===== src/rtl/countdown_timer.sv =====
// BCD MM:SS countdown timer with load/start/stop control.
// Digits cascade s1 -> s10 -> m1 -> m10 through a borrow chain; expiry pulses done.
module countdown_timer (
    input  logic       clk,
    input  logic       reset,
    input  logic       tick,
    input  logic       load,
    input  logic [3:0] ld_m10,
    input  logic [3:0] ld_m1,
    input  logic [3:0] ld_s10,
    input  logic [3:0] ld_s1,
    input  logic       start,
    input  logic       stop,
    output logic [3:0] m10,
    output logic [3:0] m1,
    output logic [3:0] s10,
    output logic [3:0] s1,
    output logic       running,
    output logic       done,
    output logic       load_err
);

    // state   | meaning
    // IDLE    | loaded or reset, waiting for start
    // RUN     | counting down on tick
    // PAUSED  | stopped mid-count, resumable
    // EXPIRED | reached 00:00, only a valid load leaves
    typedef enum logic [1:0] {IDLE, RUN, PAUSED, EXPIRED} state_t;

    state_t     state_q, state_d;
    logic [3:0] m10_q, m1_q, s10_q, s1_q;
    logic [3:0] m10_d, m1_d, s10_d, s1_d;
    logic [3:0] m10_dec, m1_dec, s10_dec, s1_dec;
    logic       done_q, done_d;
    logic       load_err_q, load_err_d;
    logic       b1, b2, b3;
    logic       count_zero, count_one, load_ok;

    always_ff @(posedge clk) begin
        if (reset) begin
            state_q    <= IDLE;
            m10_q      <= 4'd0;
            m1_q       <= 4'd0;
            s10_q      <= 4'd0;
            s1_q       <= 4'd0;
            done_q     <= 1'b0;
            load_err_q <= 1'b0;
        end else begin
            state_q    <= state_d;
            m10_q      <= m10_d;
            m1_q       <= m1_d;
            s10_q      <= s10_d;
            s1_q       <= s1_d;
            done_q     <= done_d;
            load_err_q <= load_err_d;
        end
    end

    // One-tick decrement of the current count through the borrow chain.
    always_comb begin
        b1      = (s1_q == 4'd0);
        s1_dec  = b1 ? 4'd9 : s1_q - 4'd1;
        b2      = b1 && (s10_q == 4'd0);
        s10_dec = b1 ? ((s10_q == 4'd0) ? 4'd5 : s10_q - 4'd1) : s10_q;
        b3      = b2 && (m1_q == 4'd0);
        m1_dec  = b2 ? ((m1_q == 4'd0) ? 4'd9 : m1_q - 4'd1) : m1_q;
        m10_dec = b3 ? m10_q - 4'd1 : m10_q;
    end

    always_comb begin
        count_zero = (m10_q == 4'd0) && (m1_q == 4'd0) && (s10_q == 4'd0) && (s1_q == 4'd0);
        count_one  = (m10_q == 4'd0) && (m1_q == 4'd0) && (s10_q == 4'd0) && (s1_q == 4'd1);
        load_ok    = (ld_m10 <= 4'd9) && (ld_m1 <= 4'd9) && (ld_s10 <= 4'd5) && (ld_s1 <= 4'd9);

        state_d    = state_q;
        m10_d      = m10_q;
        m1_d       = m1_q;
        s10_d      = s10_q;
        s1_d       = s1_q;
        done_d     = 1'b0;
        load_err_d = 1'b0;

        // A load in RUN outranks stop/start/tick, so the whole cycle is a no-op.
        if (load) begin
            if (state_q != RUN) begin
                if (load_ok) begin
                    m10_d   = ld_m10;
                    m1_d    = ld_m1;
                    s10_d   = ld_s10;
                    s1_d    = ld_s1;
                    state_d = IDLE;
                end else begin
                    load_err_d = 1'b1;
                end
            end
        end else if (stop) begin
            if (state_q == RUN) state_d = PAUSED;
        end else if (start && (state_q == IDLE || state_q == PAUSED) && !count_zero) begin
            state_d = RUN;
        end else if (tick && state_q == RUN && !count_zero) begin
            m10_d = m10_dec;
            m1_d  = m1_dec;
            s10_d = s10_dec;
            s1_d  = s1_dec;
            if (count_one) begin
                done_d  = 1'b1;
                state_d = EXPIRED;
            end
        end
    end

    always_comb begin
        running  = (state_q == RUN);
        done     = done_q;
        load_err = load_err_q;
        m10      = m10_q;
        m1       = m1_q;
        s10      = s10_q;
        s1       = s1_q;
    end

endmodule


===== config.mk =====
export PLATFORM = sky130hd
export DESIGN_NAME = countdown_timer
export DESIGN_NICKNAME = d
export VERILOG_FILES = /design/src/rtl/countdown_timer.sv
export SDC_FILE = /design/constraint.sdc
export NUM_CORES = 1
export LEC_CHECK = 0
export ABC_AREA = 1
export CORE_MARGIN = 10
export CORE_UTILIZATION = 24
export CTS_CLUSTER_SIZE = 12
export DETAILED_ROUTE_END_ITERATION = 12
export SETUP_SLACK_MARGIN = 0.3
export SYNTH_ARGS = -nofsm -noshare
export SYNTH_HDL_FRONTEND = slang
export SYNTH_SLANG_ARGS = --single-unit

===== constraint.sdc =====
create_clock -name clk -period 3.9 [get_ports clk]
set_input_delay 0.78 -clock clk [delete_from_list [all_inputs] [get_ports clk]]
set_output_delay 0.78 -clock clk [all_outputs]
set_load 0.02 [all_outputs]

==> out/results.txt, run 1 <==
Status -> completed
Total GRT Usage -> 9.297%
DP Cell Count -> 310
WHS Path Cells -> 2
Final antenna-violating net count -> 0
Syn_area_per_cell -> 6.392 um2
Die area -> 8747 um2
FF-to-FF End -> s10[0]
Leak -> 0.0007409 uW
Area Overhead vs Synth -> 41.18%
Die X -> 93.53 um
GRT busiest layer -> met2
Cell row count -> 26
Final Hold Violating Endpoints -> 0
Worst Slack Setup Final -> 1.601 ns
Post-Layout Cell Count -> 314
Crit-path cells -> clkdlybuf4s50_1, inv_1, o21ai_4, nand2_1, nand2_1, a21oi_1
Final core utilization -> 35.41%
Cell count of the worst reg-to-reg path -> 13
Initial Util -> 25.08%
Chip height -> 93.53 um
Min-Delay Path Class -> flop to flop
Final RePlAce weighted congestion -> 0.8081
Buffers & Inverters on Critical Path -> 2
PD cells -> 320.4 nW/um2
Setup repair after global routing missed its margin -> no
Worst hold endpoint -> state_q[1]
PortBufs -> 40
Via count -> 1,460
CP max-delay cell -> clkdlybuf4s50_1
Largest net degree at the start of global routing -> 16
Rel. slew slack -> 64.46%
CTS tree -> built
Worst path most repeated cell -> nand2_1
Filler cell count -> 580
Postcts setup bufs -> 0
Critical path arrival -> 2.46 ns
Met3 GRT Util -> 3.437%
Pre-antenna DRT Iters -> 4
Total of max-cap violations -> 0
Vias in the first global route -> 1,424
Register area share after synthesis -> 30.86%
WL/cell -> 12.49 um
Clock sinks -> 20
Drt drc -> 0
Final setup viols -> 0
Post-Synthesis Cells -> 203
Post-synth net total -> 227
Commonest non-fill, non-tap cell in the layout -> nand2_1
Synth top area share -> 30.86%
Placed Area -> 1777 um2
TritonCTS Buffers -> 3
Fin crit period -> 2.299 ns
Fraction of layout cells with a size suffix above 1 -> 11.07%
Hold buffers post-CTS -> 0
Delay-heaviest family, CP -> buffers and inverters
First-pass GRT wire length -> 6575 um
Crit Path Category -> input port to flop
Final period utilization -> 58.94%
HP Start -> state_q[1]
Place WS -> 1.313 ns
Hpwl dp -> 3180 um
CP max FO -> 15
Critical path capture point type -> flop
VDD IR max -> 0.0001284 V
# H-tree levels -> 1
Fmax -> 435.0 MHz
TNS Setup -> 0 ns
Worst-margin pin slew -> 0.5326 ns
Root Buffer -> clkbuf_8
Clk_skew -> 0.002627 ns
CP max stage delay -> 0.68 ns
Resize count post-CTS -> 0
Max Slew Vio Count -> 0
Starting DRT DRC Count -> 65
Reg clk slew, reported paths -> 0.08 ns
Count of state elements after synthesis -> 20
Design Area, Final -> 1832 um2
Clk_lat worst skew -> 0.26 ns
Top post-synthesis cells by area -> dfxtp_1, nand2_1, a21oi_1
Required @ worst endpoint -> 4.06 ns
Most frequent cells in the layout -> nand2_1, clkdlybuf4s50_1, nor2_1
Antenna violations before repair -> 0
Mapped cell area -> 1297 um2
Synth cell types -> 32
Total Wirelength -> 3923 um
Layout Nets -> 269
Cell taking the most area after synthesis -> dfxtp_1
Worst r2r src -> m10[0]
Met2 Usage GRT -> 15.31%
Total grt overflow -> 0
# IOs -> 41
Worst setup SP type -> input port
Met1 Use GR -> 10.75%
Vias per cell -> 4.650
CTS Buffer Depth -> 2
ANT cells -> 0
Yosys Warn Count -> 0
Reg2Reg Setup Slack -> 2.23 ns
Core Box Area -> 5172 um2
==> layout make-up <==
type	count	area (um2)	share of cell area [%]
inverter	20	75.07	4.098
timing repair buffer	42	415.4	22.68
sequential	20	400.4	21.86
clock buffer	4	55.05	3.005
multi-input combinational	158	798.3	43.58
tap	70	87.58	4.781
==> tightest hold or removal path, stage by stage (launching register included) <==
cell and delay [ns]:
dfxtp_1 0.32, nand2_1 0.06, a21oi_1 0.05
==> per-layer routing <==
| layer | wire [um] | vias up |
|---|---|---|
| li1 | - | 753 |
| met1 | 1717 | 655 |
| met2 | 1808 | 43 |
| met3 | 327 | 9 |
| met4 | 69 | 0 |
| met5 | 0 | - |
==> stage by stage <==
step                      power (uW)  hold slack [ns]
after floorplan                357.7           0.4519
after global placement         430.2           0.4624
after detailed placement       431.2           0.4707
after CTS                      597.8           0.4829
after global routing           630.8           0.5040
final                          587.0           0.4789
==> cells in the mapped netlist <==
cell	number
a2111oi_0	1
a21oi_1	21
and2_0	1
buf_4	1
clkbuf_1	3
clkbuf_2	1
clkinv_1	1
dfxtp_1	20
ha_1	2
inv_1	16
inv_2	3
nand2_1	41
nand2_2	9
nand2_4	1
nand3_1	17
nand3_2	1
nand3b_1	2
nand4_1	2
nor2_1	28
nor2_2	4
nor2_4	1
nor3_1	3
o21a_1	1
o21ai_0	14
o21ai_1	1
o21ai_2	1
o21ai_4	1
o21bai_1	1
o22ai_1	2
o31ai_1	1
xnor2_1	1
xor2_1	1
==> state kept, by name (all words and copies together), names as in the netlist <==
| name | count |
|---|---|
| m10 | 4 |
| m1 | 4 |
| s10 | 4 |
| s1 | 4 |
| state_q | 2 |
| done | 1 |
| load_err | 1 |
==> worst max path at each step <==
stage | cells after the start | slack (ns) | start | endpoint
detailed placement | 6 | 1.31 | load | m1[2]
floorplan | 7 | 2.11 | load | m1[2]
global placement | 6 | 1.35 | load | m1[2]
CTS | 6 | 1.59 | load | m1[1]
finish | 6 | 1.60 | load | m1[2]
global route | 7 | 1.39 | load | m10[2]
==> power by group <==
| group | internal (uW) | leakage, uW | switching [uW] |
|---|---|---|---|
| Combinational | 83.4 | 0.000549 | 111 |
| Sequential | 217 | 0.000164 | 13.5 |
| Clock | 90.0 | 0.0000288 | 71.6 |
| Total | 391 | 0.000741 | 196 |
==> logic make-up (layout without fill, tap and decap cells) <==
family                     count (synthesis)  in the layout  synth area share, %
adders and majority gates                  2              2                1.928
DFF                                       20             20                30.86
buffers and inverters                     25             66                7.618
and+or+nand+nor                          110            110                39.05
xor gates and xnor gates                   2              2                1.350
AOI/OAI and AO/OA                         44             44                19.19
No activity file was read; power rests on OpenSTA's default activity.
==> run 2, diff against run 1 <==
==> constraint.sdc (replaced) <==
create_clock -name clk -period 1.9 [get_ports clk]
set_input_delay 0.38 -clock clk [delete_from_list [all_inputs] [get_ports clk]]
set_output_delay 0.38 -clock clk [all_outputs]
set_load 0.02 [all_outputs]
==> run 2 against run 1 <==
Effect of this change: non-clock buffer count is 19 higher; clock power is 110% higher; clock-buffer cell count stayed put; highest routed layer unchanged; critical endpoint is now done; largest power group is now combinational logic; combinational power is 150% higher; total power is 120% higher.
==> out/results.txt, run 2 (synthesized netlist as in run 1, its figures left out) <==
Via count -> 1,526
Final RePlAce weighted congestion -> 0.8313
Met2 Usage GRT -> 15.43%
# H-tree levels -> 1
Antenna violations before repair -> 0
WHS Path Cells -> 2
Root Buffer -> clkbuf_8
Largest net degree at the start of global routing -> 14
Total of max-cap violations -> 0
TritonCTS Buffers -> 3
Sequential cell area -> 417.9 um2
Crit Path Category -> flop to primary output
Cell count of the worst reg-to-reg path -> 10
Place WS -> -0.1722 ns
Delay-heaviest family, CP -> buffers and inverters
Total GRT Usage -> 9.690%
Clk_skew -> 0.006802 ns
Fin crit period -> 1.548 ns
WL/cell -> 12.87 um
Drt drc -> 0
PortBufs -> 40
Critical path capture point type -> primary output
Final antenna-violating net count -> 0
CP max FO -> 1
Min-Delay Path Class -> flop to flop
Met1 Use GR -> 12.04%
CP max-delay cell -> clkdlybuf4s50_1
Critical path arrival -> 1.17 ns
Cell row count -> 26
Filler cell count -> 538
Fraction of layout cells with a size suffix above 1 -> 30.04%
Hpwl dp -> 3267 um
Total Wirelength -> 4285 um
Worst Slack Setup Final -> 0.3522 ns
Die X -> 93.53 um
ANT cells -> 0
PD cells -> 620.4 nW/um2
Core Box Area -> 5172 um2
Reg clk slew, reported paths -> 0.08 ns
Pre-antenna DRT Iters -> 4
VDD IR max -> 0.0002342 V
Fmax -> 646.1 MHz
Status -> completed
Worst Hold Slack -> 0.4766 ns
Crit path depth -> 1
Die area -> 8747 um2
Clk_lat worst skew -> 0.27 ns
Area of the multi-input gates -> 919.6 um2
Chip height -> 93.53 um
First-pass GRT wire length -> 6941 um
Final Hold Violating Endpoints -> 0
GRT busiest layer -> met2
Setup repair after global routing missed its margin -> no
Max Slew Vio Count -> 0
Worst setup SP type -> flop
Total grt overflow -> 0
CP max stage delay -> 0.59 ns
Most frequent cells in the layout -> nand2_1, dlygate4sd2_1, nor2_1
Hold buffers post-CTS -> 0
Required @ worst endpoint -> 1.52 ns
Clock sinks -> 20
Area Overhead vs Synth -> 62.10%
Rel. slew slack -> 67.36%
Layout Nets -> 288
# IOs -> 41
Leak -> 0.0009991 uW
Worst-margin pin slew -> 0.4773 ns
Final period utilization -> 81.47%
Vias per cell -> 4.583
Commonest non-fill, non-tap cell in the layout -> nand2_1
Crit-path cells -> clkdlybuf4s50_1
Met3 GRT Util -> 3.038%
Vias in the first global route -> 1,487
CTS Buffer Depth -> 2
Initial Util -> 25.08%
CTS tree -> built
Starting DRT DRC Count -> 88
Final setup viols -> 0
Buffers & Inverters on Critical Path -> 1
-- run 2: changes by cell type in the layout (fill, tap and decap cells not counted), moves of 6 or more --
cell / previous run / this run
dfxtp_1: 20 / 10
dlygate4sd2_1: 0 / 25
nor2_1: 28 / 22
nor2_4: 1 / 7
clkdlybuf4s50_1: 40 / 10
dfxtp_2: 0 / 8
buf_4: 2 / 19
nand2_1: 41 / 35
-- run 2: timing repair --
item,CTS,global route
setup endpoints to repair,35,20
resized for setup,42,38
hold endpoints to repair,0,0
pin swaps,11,14
setup buffers,3,3
-- run 2: cell type report --
type	count	share of cell area, %
sequential	20	19.87
inverter	20	3.569
timing repair buffer	61	26.06
multi-input combinational	158	43.72
tap	70	4.164
clock buffer	4	2.617
-- run 2: report_power, final --
| part | internal, uW | total, uW | leakage, uW | switching (uW) |
|---|---|---|---|---|
| sequential | 448 | 481 | 0.000168 | 32.5 |
| clock | 185 | 340 | 0.0000288 | 155 |
| combinational | 211 | 484 | 0.000802 | 273 |
| total | 844 | 1300 | 0.000999 | 461 |
-- run 2: path summary, 6_finish.rpt --
path	to	slack, ns	start
max	done	0.35	done
min	state_q[1]	0.48	state_q[1]
max reg2reg	s1[2]	0.38	s10[1]
min reg2reg	state_q[1]	0.48	state_q[1]
-- run 2: per-stage QoR --
stage / area, um2 / util [%] / TNS, ns / power [uW] / std cells
after global placement: 1891 / 36.55 / -1.419 / 916.1 / 323
final: 2103 / 40.66 / 0 / 1305 / 333
after global routing: 2103 / 40.66 / 0 / 1395 / 333
after CTS: 1983 / 38.34 / 0 / 1261 / 330
after detailed placement: 1891 / 36.55 / -2.051 / 916.0 / 323
after floorplan: 1301 / - / 0 / 735.9 / 203
-- run 2: layer usage --
layer / vias to the layer above / share of wire, %
met5: - / 0
met4: 0 / 0.93
met3: 4 / 6.7
met2: 48 / 46
met1: 687 / 46
li1: 787 / -
==> run 3, diff against run 2 <==
==> constraint.sdc (replaced) <==
create_clock -name clk -period 1.6 [get_ports clk]
set_input_delay 0.32 -clock clk [delete_from_list [all_inputs] [get_ports clk]]
set_output_delay 0.32 -clock clk [all_outputs]
set_load 0.02 [all_outputs]
==> run 3 against run 2 <==
Effect of this change: design area is 11% higher; worst hold slack improved by 0.0075 ns; clock power rose by 53%; worst setup slack got worse by 0.27 ns; total power up 35%; non-clock buffer count rose by 9; sequential power grew 20%; combinational power grew 38%; wire length grew 7.5%; first-iteration DRC count is 9.1% higher; die area did not move; critical endpoint is now s1[1].
==> out/results.txt, run 3 (synthesized netlist as in run 1, its figures left out) <==
Status -> completed
Fin crit period -> 1.520 ns
ANT cells -> 0
Required @ worst endpoint -> 1.79 ns
Setup repair after global routing missed its margin -> yes
Die X -> 93.53 um
Clock power frac -> 29.4%
Crit Path Category -> flop to flop
Buffers & Inverters on Critical Path -> 2
Final setup viols -> 0
Vias per cell -> 4.659
Vias in the first global route -> 1,586
Commonest non-fill, non-tap cell in the layout -> nand2_1
Initial Util -> 25.08%
Hpwl dp -> 3317 um
Worst-margin pin slew -> 0.4266 ns
Final antenna-violating net count -> 0
Worst r2r src -> m10[0]
Design Area, Final -> 2325 um2
Total GRT Usage -> 10.39%
Total of max-cap violations -> 0
Worst Hold Slack -> 0.4841 ns
Fraction of layout cells with a size suffix above 1 -> 46.52%
Worst setup path start -> m10[0]
Chip height -> 93.53 um
Reg clk slew, reported paths -> 0.08 ns
Switching pwr -> 602.4 uW
Filler cell count -> 538
Delay-heaviest family, CP -> simple AND/OR/NAND/NOR gates
Core Box Area -> 5172 um2
# IOs -> 41
Clk_skew -> 0.01014 ns
WL/cell -> 13.43 um
Final Hold Violating Endpoints -> 0
Critical path arrival -> 1.71 ns
Leak -> 0.001048 uW
Clk_lat worst skew -> 0.27 ns
TritonCTS Buffers -> 3
Hold buffers post-CTS -> 0
Max Slew Vio Count -> 0
Most frequent cells in the layout -> nand2_1, buf_4, a21oi_1
CTS tree -> built
Comb power frac -> 37.9%
Starting DRT DRC Count -> 96
Total grt overflow -> 0
Final period utilization -> 94.97%
Placed Area -> 2002 um2
CP max FO -> 5
First-pass GRT wire length -> 7514 um
CTS Buffer Depth -> 2
Largest net degree at the start of global routing -> 14
Total Wirelength -> 4606 um
Rel. slew slack -> 70.82%
Cell row count -> 26
Critical path capture point type -> flop
Root Buffer -> clkbuf_8
Min-Delay Path Class -> flop to flop
Final core utilization -> 44.94%
CP max stage delay -> 0.36 ns
Worst path most repeated cell -> nand2_4
Clock sinks -> 20
Int Pwr -> 1163 uW
Die area -> 8747 um2
CP max-delay cell -> dfxtp_4
Layout Nets -> 298
# H-tree levels -> 1
Area Overhead vs Synth -> 79.17%
PD cells -> 759.4 nW/um2
Worst setup SP type -> flop
Drt drc -> 0
HP Start -> m1[3]
Switching Fraction -> 34.12%
Via count -> 1,598
Worst Slack Setup Final -> 0.08041 ns
Fmax -> 658.1 MHz
VDD IR max -> 0.0003302 V
Crit-path cells -> inv_4, ha_4, nand2_4, nor2_4, nand2_4, nand2_4, nand2_4, buf_4, nand2_2, nand2_1, a21oi_2
Antenna violations before repair -> 0
PortBufs -> 40
Place WS -> -0.4268 ns
Final RePlAce weighted congestion -> 0.8135
Pre-antenna DRT Iters -> 5
Seq pwr share -> 32.7%
==> run 3: tightest hold or removal path, delay by kind of cell, from the launching register on <==
kind	cells	cell delay [ns]
flip-flops	1	0.35
AO/OA/AOI/OAI	1	0.05
buffers and inverters	1	0.05
==> run 3: repair_timing <==
action                                  in CTS  in global routing
hold endpoints to repair                     0                  0
endpoints found under the setup margin      39                 35
pin swaps                                    9                 26
cloned                                       1                  0
buffers inserted                             4                  5
gates resized for setup                     71                 58
==> run 3: metal layers <==
layer  global-route usage, %  share of wire [%]
met2                   16.94                 49
met3                   3.517                6.5
met1                   12.75                 44
met5                       0                  0
met4                   2.571               0.54
==> run 3: path summary, 6_finish.rpt <==
path	endpoint	slack, ns	depth (start not counted)
min reg2reg	m1[3]	0.48	2
max reg2reg	s1[1]	0.08	11
max	s1[1]	0.08	11
min	m1[3]	0.48	2
==> run 3: metrics by stage <==
stage	instances	power (uW)	TNS (ns)
after floorplan	203	903.7	0
after global routing	343	1876	-0.01792
final	343	1765	0
after detailed placement	329	1124	-6.930
after global placement	329	1123	-6.461
after CTS	338	1681	0
==> run 3: layout make-up <==
cell class                      count  area [um2]  area share (%)
Multi-Input combinational cell    159        1062           45.69
Timing Repair Buffer               70       579.3           24.92
Sequential cell                    20       436.7           18.78
Inverter                           20       87.58           3.767
Tap cell                           70       87.58           3.767
Clock buffer                        3       41.29           1.776
Clock inverter                      1       30.03           1.292
==> run 3: power groups by stage <==
stage	clock, uW	combinational (uW)	sequential [uW]
2_1_floorplan	0	290	614
3_3_place_gp	0	537	586
3_5_place_dp	0	539	585
4_1_cts	536	570	575
5_1_grt	553	739	584
6_report	519	669	578
